===== src/rtl/alu_pkg.sv =====
// Shared opcode encoding, sequencer state encoding and opcode legality helper
// for the 8-bit ALU and its command-side sequencer.
package alu_pkg;

  localparam logic [3:0] OP_ADD  = 4'b0000;
  localparam logic [3:0] OP_SUB  = 4'b0001;
  localparam logic [3:0] OP_MUL  = 4'b0010;
  localparam logic [3:0] OP_DIV  = 4'b0011;
  localparam logic [3:0] OP_AND  = 4'b0100;
  localparam logic [3:0] OP_OR   = 4'b0101;
  localparam logic [3:0] OP_XOR  = 4'b0110;
  localparam logic [3:0] OP_NOT  = 4'b0111;
  localparam logic [3:0] OP_SHL  = 4'b1000;
  localparam logic [3:0] OP_SHR  = 4'b1001;
  localparam logic [3:0] OP_LAST = 4'b1001;

  localparam logic [1:0] SEQ_IDLE  = 2'd0;
  localparam logic [1:0] SEQ_ISSUE = 2'd1;
  localparam logic [1:0] SEQ_RESP  = 2'd2;

  function automatic logic is_illegal_op(input logic [3:0] op);
    return op > OP_LAST;
  endfunction

endpackage


===== src/rtl/alu_cmd_sequencer.sv =====
// Command-side driver for the combinational ALU: latches one operation, holds it
// on alu_* for a settle window, captures the result and returns it with an accumulator.
module alu_cmd_sequencer
  import alu_pkg::*;
#(
  parameter int WIDTH         = 8,
  parameter int SETTLE_CYCLES = 1   // legal range 1..15
) (
  input  logic             clk,
  input  logic             rst,
  input  logic             cmd_valid,
  output logic             cmd_ready,
  input  logic [3:0]       cmd_opcode,
  input  logic [WIDTH-1:0] cmd_a,
  input  logic [WIDTH-1:0] cmd_b,
  input  logic             cmd_use_acc,
  input  logic             acc_clr,
  output logic [3:0]       alu_opcode,
  output logic [WIDTH-1:0] alu_a,
  output logic [WIDTH-1:0] alu_b,
  input  logic [WIDTH-1:0] alu_y,
  input  logic             alu_zero,
  input  logic             alu_overflow,
  output logic             rsp_valid,
  input  logic             rsp_ready,
  output logic [WIDTH-1:0] rsp_y,
  output logic             rsp_zero,
  output logic             rsp_overflow,
  output logic             rsp_err,
  output logic [WIDTH-1:0] acc
);

  localparam logic [3:0] SETTLE_INIT = 4'(SETTLE_CYCLES);

  logic [1:0]       state;
  logic [3:0]       cnt;
  logic [3:0]       op_q;
  logic [WIDTH-1:0] a_q;
  logic [WIDTH-1:0] b_q;
  logic             accept;
  logic             err;

  // Gated with rst so the channel reads not-ready for the whole reset pulse.
  assign cmd_ready  = (state == SEQ_IDLE) && !rst;
  assign rsp_valid  = (state == SEQ_RESP);
  assign accept     = cmd_valid && cmd_ready;
  assign err        = is_illegal_op(op_q) || ((op_q == OP_DIV) && (b_q == '0));

  assign alu_opcode = op_q;
  assign alu_a      = a_q;
  assign alu_b      = b_q;

  // NOTE: every register here is reset; state lives only in flops, so a reset
  // mid-operation leaves nothing stale behind and rsp_valid drops immediately.
  always_ff @(posedge clk or posedge rst) begin
    if (rst) begin
      state        <= SEQ_IDLE;
      cnt          <= '0;
      op_q         <= '0;
      a_q          <= '0;
      b_q          <= '0;
      acc          <= '0;
      rsp_y        <= '0;
      rsp_zero     <= 1'b0;
      rsp_overflow <= 1'b0;
      rsp_err      <= 1'b0;
    end else begin
      // NOTE: non-blocking assignments throughout, so every branch reads the
      // pre-edge values of acc/cnt/state regardless of statement order.
      case (state)
        SEQ_IDLE: begin
          if (acc_clr) acc <= '0;
          if (accept) begin
            op_q  <= cmd_opcode;
            b_q   <= cmd_b;
            // A same-edge clear wins over the old accumulator value.
            a_q   <= cmd_use_acc ? (acc_clr ? '0 : acc) : cmd_a;
            cnt   <= SETTLE_INIT;
            state <= SEQ_ISSUE;
          end
        end
        SEQ_ISSUE: begin
          cnt <= cnt - 4'd1;
          if (cnt == 4'd1) begin
            if (err) begin
              rsp_y        <= '0;
              rsp_zero     <= 1'b1;
              rsp_overflow <= 1'b0;
              rsp_err      <= 1'b1;
            end else begin
              rsp_y        <= alu_y;
              rsp_zero     <= alu_zero;
              rsp_overflow <= alu_overflow;
              rsp_err      <= 1'b0;
              acc          <= alu_y;
            end
            state <= SEQ_RESP;
          end
        end
        SEQ_RESP: begin
          if (rsp_ready) state <= SEQ_IDLE;
        end
        default: state <= SEQ_IDLE;
      endcase
    end
  end

endmodule

===== config.mk =====
export PLATFORM = sky130hd
export DESIGN_NAME = alu_cmd_sequencer
export DESIGN_NICKNAME = d
export VERILOG_FILES = /design/src/rtl/alu_pkg.sv /design/src/rtl/alu_cmd_sequencer.sv
export SDC_FILE = /design/constraint.sdc
export NUM_CORES = 1
export LEC_CHECK = 0
export ABC_AREA = 1
export CORE_ASPECT_RATIO = 1.1
export CORE_MARGIN = 2
export CORE_UTILIZATION = 35
export DETAILED_ROUTE_END_ITERATION = 12
export PLACE_DENSITY = 0.62
export SLEW_MARGIN = 0
export SYNTH_ARGS = -nofsm -noshare
export SYNTH_HDL_FRONTEND = slang
export SYNTH_SLANG_ARGS = --single-unit

===== constraint.sdc =====
create_clock -name clk -period 2.8 [get_ports clk]
set_clock_uncertainty 0.1 [all_clocks]
set_input_delay 0.42 -clock clk [delete_from_list [all_inputs] [get_ports clk]]
set_output_delay 0.42 -clock clk [all_outputs]
set_load 0.05 [all_outputs]

---- Word level (Yosys, flattened, before mapping) ----
Index checks and enable logic that the tools add are counted.
word-level totals
  flip-flop bits (word level) ............. 45
  bits in latches ......................... 0
  memory bits (writable) .................. 0
  memory bits (read-only) ................. 0
  output and inout bits ................... 41
  word-level logic and storage cells ...... 48
  memories ................................ 0
operators by class
  $add $sub $neg .......................... 1
  multipliers ............................. 0
  div/mod/pow operators ................... 0
  magnitude comparators ................... 1
  equal/unequal tests ..................... 8
  shifts and indexed selects .............. 0
  multiplexer cells ....................... 15
  bitwise logic cells ..................... 0
  reductions and logical operators ........ 13
operators by type and width
  operator                                                number
  two-way mux 8 bit                                       5
  case mux 8 bit (2 select lines)                         1
  logical NOT 8 bit                                       1
  case mux 4 bit (2 select lines)                         1
  two-way mux 2 bit                                       3
  inequality test 2 bit (second input constant)           3
  case mux 2 bit (3 select lines)                         1
  AND reduction 2 bit                                     3
  AND reduction 3 bit                                     2
  equality test 4 x 1 -> 1 bit (second input constant)    1
  equality test 4 x 2 -> 1 bit (second input constant)    1
  greater-than comparator 4 bit (second input constant)   1
  two-way mux 4 bit                                       1
  subtractor 4 x 1 -> 4 bit (second input constant)       1
  logical AND 1 bit                                       3
  two-way mux 1 bit                                       3
  equality test 2 x 1 -> 1 bit (second input constant)    1
  equality test 2 bit (second input constant)             1
  logical NOT 2 bit                                       1
  inequality test 2 x 1 -> 1 bit (second input constant)  1
  nonzero test 2 bit                                      1
  logical NOT 1 bit                                       1
  logical OR 1 bit                                        1

---- Logic depth before layout (Yosys ltp) ----
  depth after elaboration ................. 6
  depth in mapped cells ................... 8
  mapped depth without buffers ............ 8

---- Least setup slack after synthesis ----
Ideal clock, no wire load.
  kind .................................... reg-to-output
  start point ............................. register state[0]
  end point ............................... output rsp_valid
  data arrival time ....................... 1.263 ns
  path slack .............................. 1.017 ns
  cell stages (with the launch flop) ...... 3
  path buffers ............................ 1
  cell sequence ........................... dfrtp_1 clkbuf_1 nor2_1
between the ends
  word-level cells in the longest chain between the ends .. 1
ends and longest elaborated chain
  what                    line                     text
  start, declared         alu_cmd_sequencer.sv:35  logic [1:0] state;
  start signal, assigned  alu_cmd_sequencer.sv:57  state <= SEQ_IDLE;
  start signal, assigned  alu_cmd_sequencer.sv:79  state <= SEQ_ISSUE;
  start signal, assigned  alu_cmd_sequencer.sv:97  state <= SEQ_RESP;
  equality test 2 bit     alu_cmd_sequencer.sv:45  assign rsp_valid = (state == SEQ_RESP);
  end, declared           alu_cmd_sequencer.sv:24  output logic rsp_valid,
No other way between the ends.

---- Worst setup path after layout ----
Ends and elaborated chain as after synthesis.

==> impl_metrics.py <==
metrics = {
    "timing": {
        "unrepaired_setup_endpoints_after_global_routing": "false",
        "totalNegativeSetupSlack_ns": 0,
        "ratio_of_final_minimum_period_to_clock_period_pct": 84.0,
        "slew_viol_final": 0,
        "final_setup_violation_count": 0,
        "post-route-min-period_ns": 2.35,
        "final.hold.worst_slack_ns": 0.382,
        "worst_pin_slew_ns": 0.614,
        "max_freq_mhz": 425,
        "fin_hold_viols": 0,
        "post-route-worst-setup-slack_ns": 0.448,
        "slew-limit-headroom_pct": 59.0,
    },
    "die": {
        "start_util_pct": 35.5,
        "dieWidth_um": 78.9,
        "core_um2": 6080,
        "die_height_um": 86.4,
        "top_level_ports": 77,
        "die_area_um2": 6820,
        "row_count": 30,
    },
    "cts": {
        "clock_tree.root_cell": "clkbuf_8",
        "hold_buffers": 0,
        "clock_insertion_delay_worst_skew_ns": 0.29,
        "cts_htree_levels": 2,
        "clk_path_buf_depth": 2,
        "cts_inserted_buffers": 5,
        "clkSlewWorstSetupHoldPaths_ns": 0.08,
        "post_cts.resized_instances": 0,
        "cts_setup_buffers": 0,
        "tritoncts": "done",
        "tritoncts_sink_count": 45,
    },
    "critical_path": {
        "worst_ep_required_time_ns": 2.28,
        "worstPathArrival_ns": 1.83,
        "cp_slowest_stage_delay_ns": 0.82,
        "timing_worst_setup_path_type": "flop to output port",
        "worstSetupStartpointType": "flop",
        "crit_path_max_fanout": 14,
        "cp_cell_sequence": "nor2_1, clkdlybuf4s50_1",
        "slowest_stage": "clkdlybuf4s50_1",
        "kind_of_end_point_of_the_critical_path": "output port",
        "worstReg2RegStart": "state[0]",
        "crit_path_start": "state[0]",
    },
    "worst_hold_path": {
        "holdCritStartpoint": "rsp_overflow",
        "timing.hold.worst.class": "flop to flop",
    },
    "power_and_ir_drop": {
        "comb_power_share_pct": 60.7,
        "switchingPower_mw": 2.10,
        "internal_power_mw": 1.94,
        "seq_power_share_pct": 29.4,
        "p_leak_nw": 1.41,
        "design_power_total_mw": 4.05,
        "power.switching_fraction_pct": 52.0,
        "pd_cells_nw_per_um2": 1330,
        "clkPwrFrac_pct": 9.9,
        "peakVddDrop_mv": 0.658,
    },
    "drt": {
        "drt_pre_antenna_iters": 4,
        "via_count": 1983,
        "antenna_left": 0,
        "detail_route.wl_per_cell_um": 13.2,
        "drt_wl_total_um": 5510,
        "drt_iter0_drc": 101,
        "vias_per_cell": 4.76,
        "post-route-drc-count": 0,
    },
    "outcome": {
        "outcome": "finished clean",
    },
    "run": {
        "max-cap-violations": 0,
    },
    "synth": {
        "mappedNetlistNets": 301,
        "yosysWarnings": 0,
        "synth_ff_type": "dfrtp_1",
        "yosys.cell_count.top_type": "nand2_1",
        "postSynthAreaPerCell_um2": 8.22,
        "yosys_register_bits": 45,
        "synth_async_sr_flop_share_pct": 100,
        "area_fraction_of_the_dominant_cell_type_after_synthesis_pct": 52.1,
        "synth_common_cells": "nand2_1 (87), dfrtp_1 (45), inv_1 (25)",
        "synthCells": 263,
        "ys_top_cells_by_area": "dfrtp_1 (52%), nand2_1 (15%), inv_1 (4.3%)",
        "syn_std_cell_area_um2": 2160,
        "synth-seq-area-share_pct": 52.1,
        "synth_top_area_cell": "dfrtp_1",
        "synth-edff-count": 0,
        "number_of_different_library_cells_in_the_post_synthesis_netlist": 24,
    },
    "place": {
        "port-buffer-count": 76,
        "placedCellCount": 410,
        "place_hpwl_um": 4140,
        "placed_area_um2": 2960,
        "placement.setup.worst_slack_ns": 0.740,
        "gp_congestion": 0.805,
    },
    "layout": {
        "area_delta_synth_final_pct": 41.1,
        "finish.cell_count_without_fillers": 417,
        "n_fill_cell": 639,
        "post-route-cell-area_um2": 3050,
        "drive_gt1_share_pct": 4.75,
        "finish.net_count": 375,
        "antenna_cells_inserted": 0,
        "utilization_pct": 50.1,
    },
    "global_routing": {
        "grt_max_degree": 30,
        "first_global_vias": 1882,
        "grt_pass1_wl_um": 9140,
        "gr-total-overflow": 0,
        "grt_antenna_before_repair": 0,
        "grt.total_usage_pct": 17.1,
    },
}
-- layout by cell type (no fill, tap or decap), drive strengths merged --
cell and instances:
clkdlybuf4s50 75, nand2 89, or2 1, buf 4
ha 2, nand4 9, clkbuf 7, nor3 1
inv 26, nand3 12, o21ai 34, clkinv 1
dfrtp 45, nor2 17, xnor2 1, mux2i 1
a31oi 1, o31ai 9, o22ai 2
-- sequential cells by signal, summed over array words and instances, names as in the netlist --
signal / cells
acc: 8
alu_a: 8
alu_b: 8
alu_opcode: 4
cnt: 4
rsp_err: 1
rsp_overflow: 1
rsp_y: 8
rsp_zero: 1
state: 2
-- power groups by stage --
stage	combinational, mW	sequential, mW	clock, mW
global route	2.65	1.23	0.448
floorplan	0.843	2.06	0
detailed placement	2.47	1.20	0
global placement	2.45	1.20	0
finish	2.46	1.19	0.400
CTS	2.47	1.19	0.412
-- kinds of logic after synthesis --
family / after synthesis / share of synthesized area (%)
and+or+nand+nor: 129 / 25.5
AOI/OAI and AO/OA: 46 / 11.9
DFF: 45 / 52.1
buffers and inverters: 39 / 8.45
adders and majority gates: 2 / 1.16
xor gates and xnor gates: 1 / 0.405
muxes: 1 / 0.463
-- critical path: cells and delay by family (launching register included) --
kind	cells	cell delay, ns
simple gates	1	0.19
flops	1	0.53
buf+inv	1	0.82
-- per-layer routing --
metal | share of wire, % | vias to the layer above | GRT usage [%]
met5 | 0 | - | 0
met2 | 46 | 69 | 26.8
li1 | - | 996 | -
met3 | 6.8 | 6 | 4.17
met4 | 1.4 | 0 | 5.64
met1 | 46 | 912 | 23.3
-- final timing paths --
check,end,slack [ns],cells past startpoint
setup / recovery,rsp_valid,0.45,2
hold / removal,rsp_overflow,0.38,2
setup reg to reg,alu_opcode[3],0.73,6
hold reg to reg,rsp_overflow,0.38,2
max in group asynchronous,alu_a[2],1.46,3
min in group asynchronous,cnt[3],0.57,2
-- cell type report --
type / count / area, um2 / area share, %
Tap cell: 80 / 100 / 3.28
Inverter: 27 / 103 / 3.37
Multi-Input combinational cell: 179 / 852 / 28.0
Clock buffer: 7 / 86.3 / 2.83
Sequential cell: 45 / 1130 / 36.9
Timing Repair Buffer: 79 / 781 / 25.6
No activity file was read; power rests on OpenSTA's default activity.
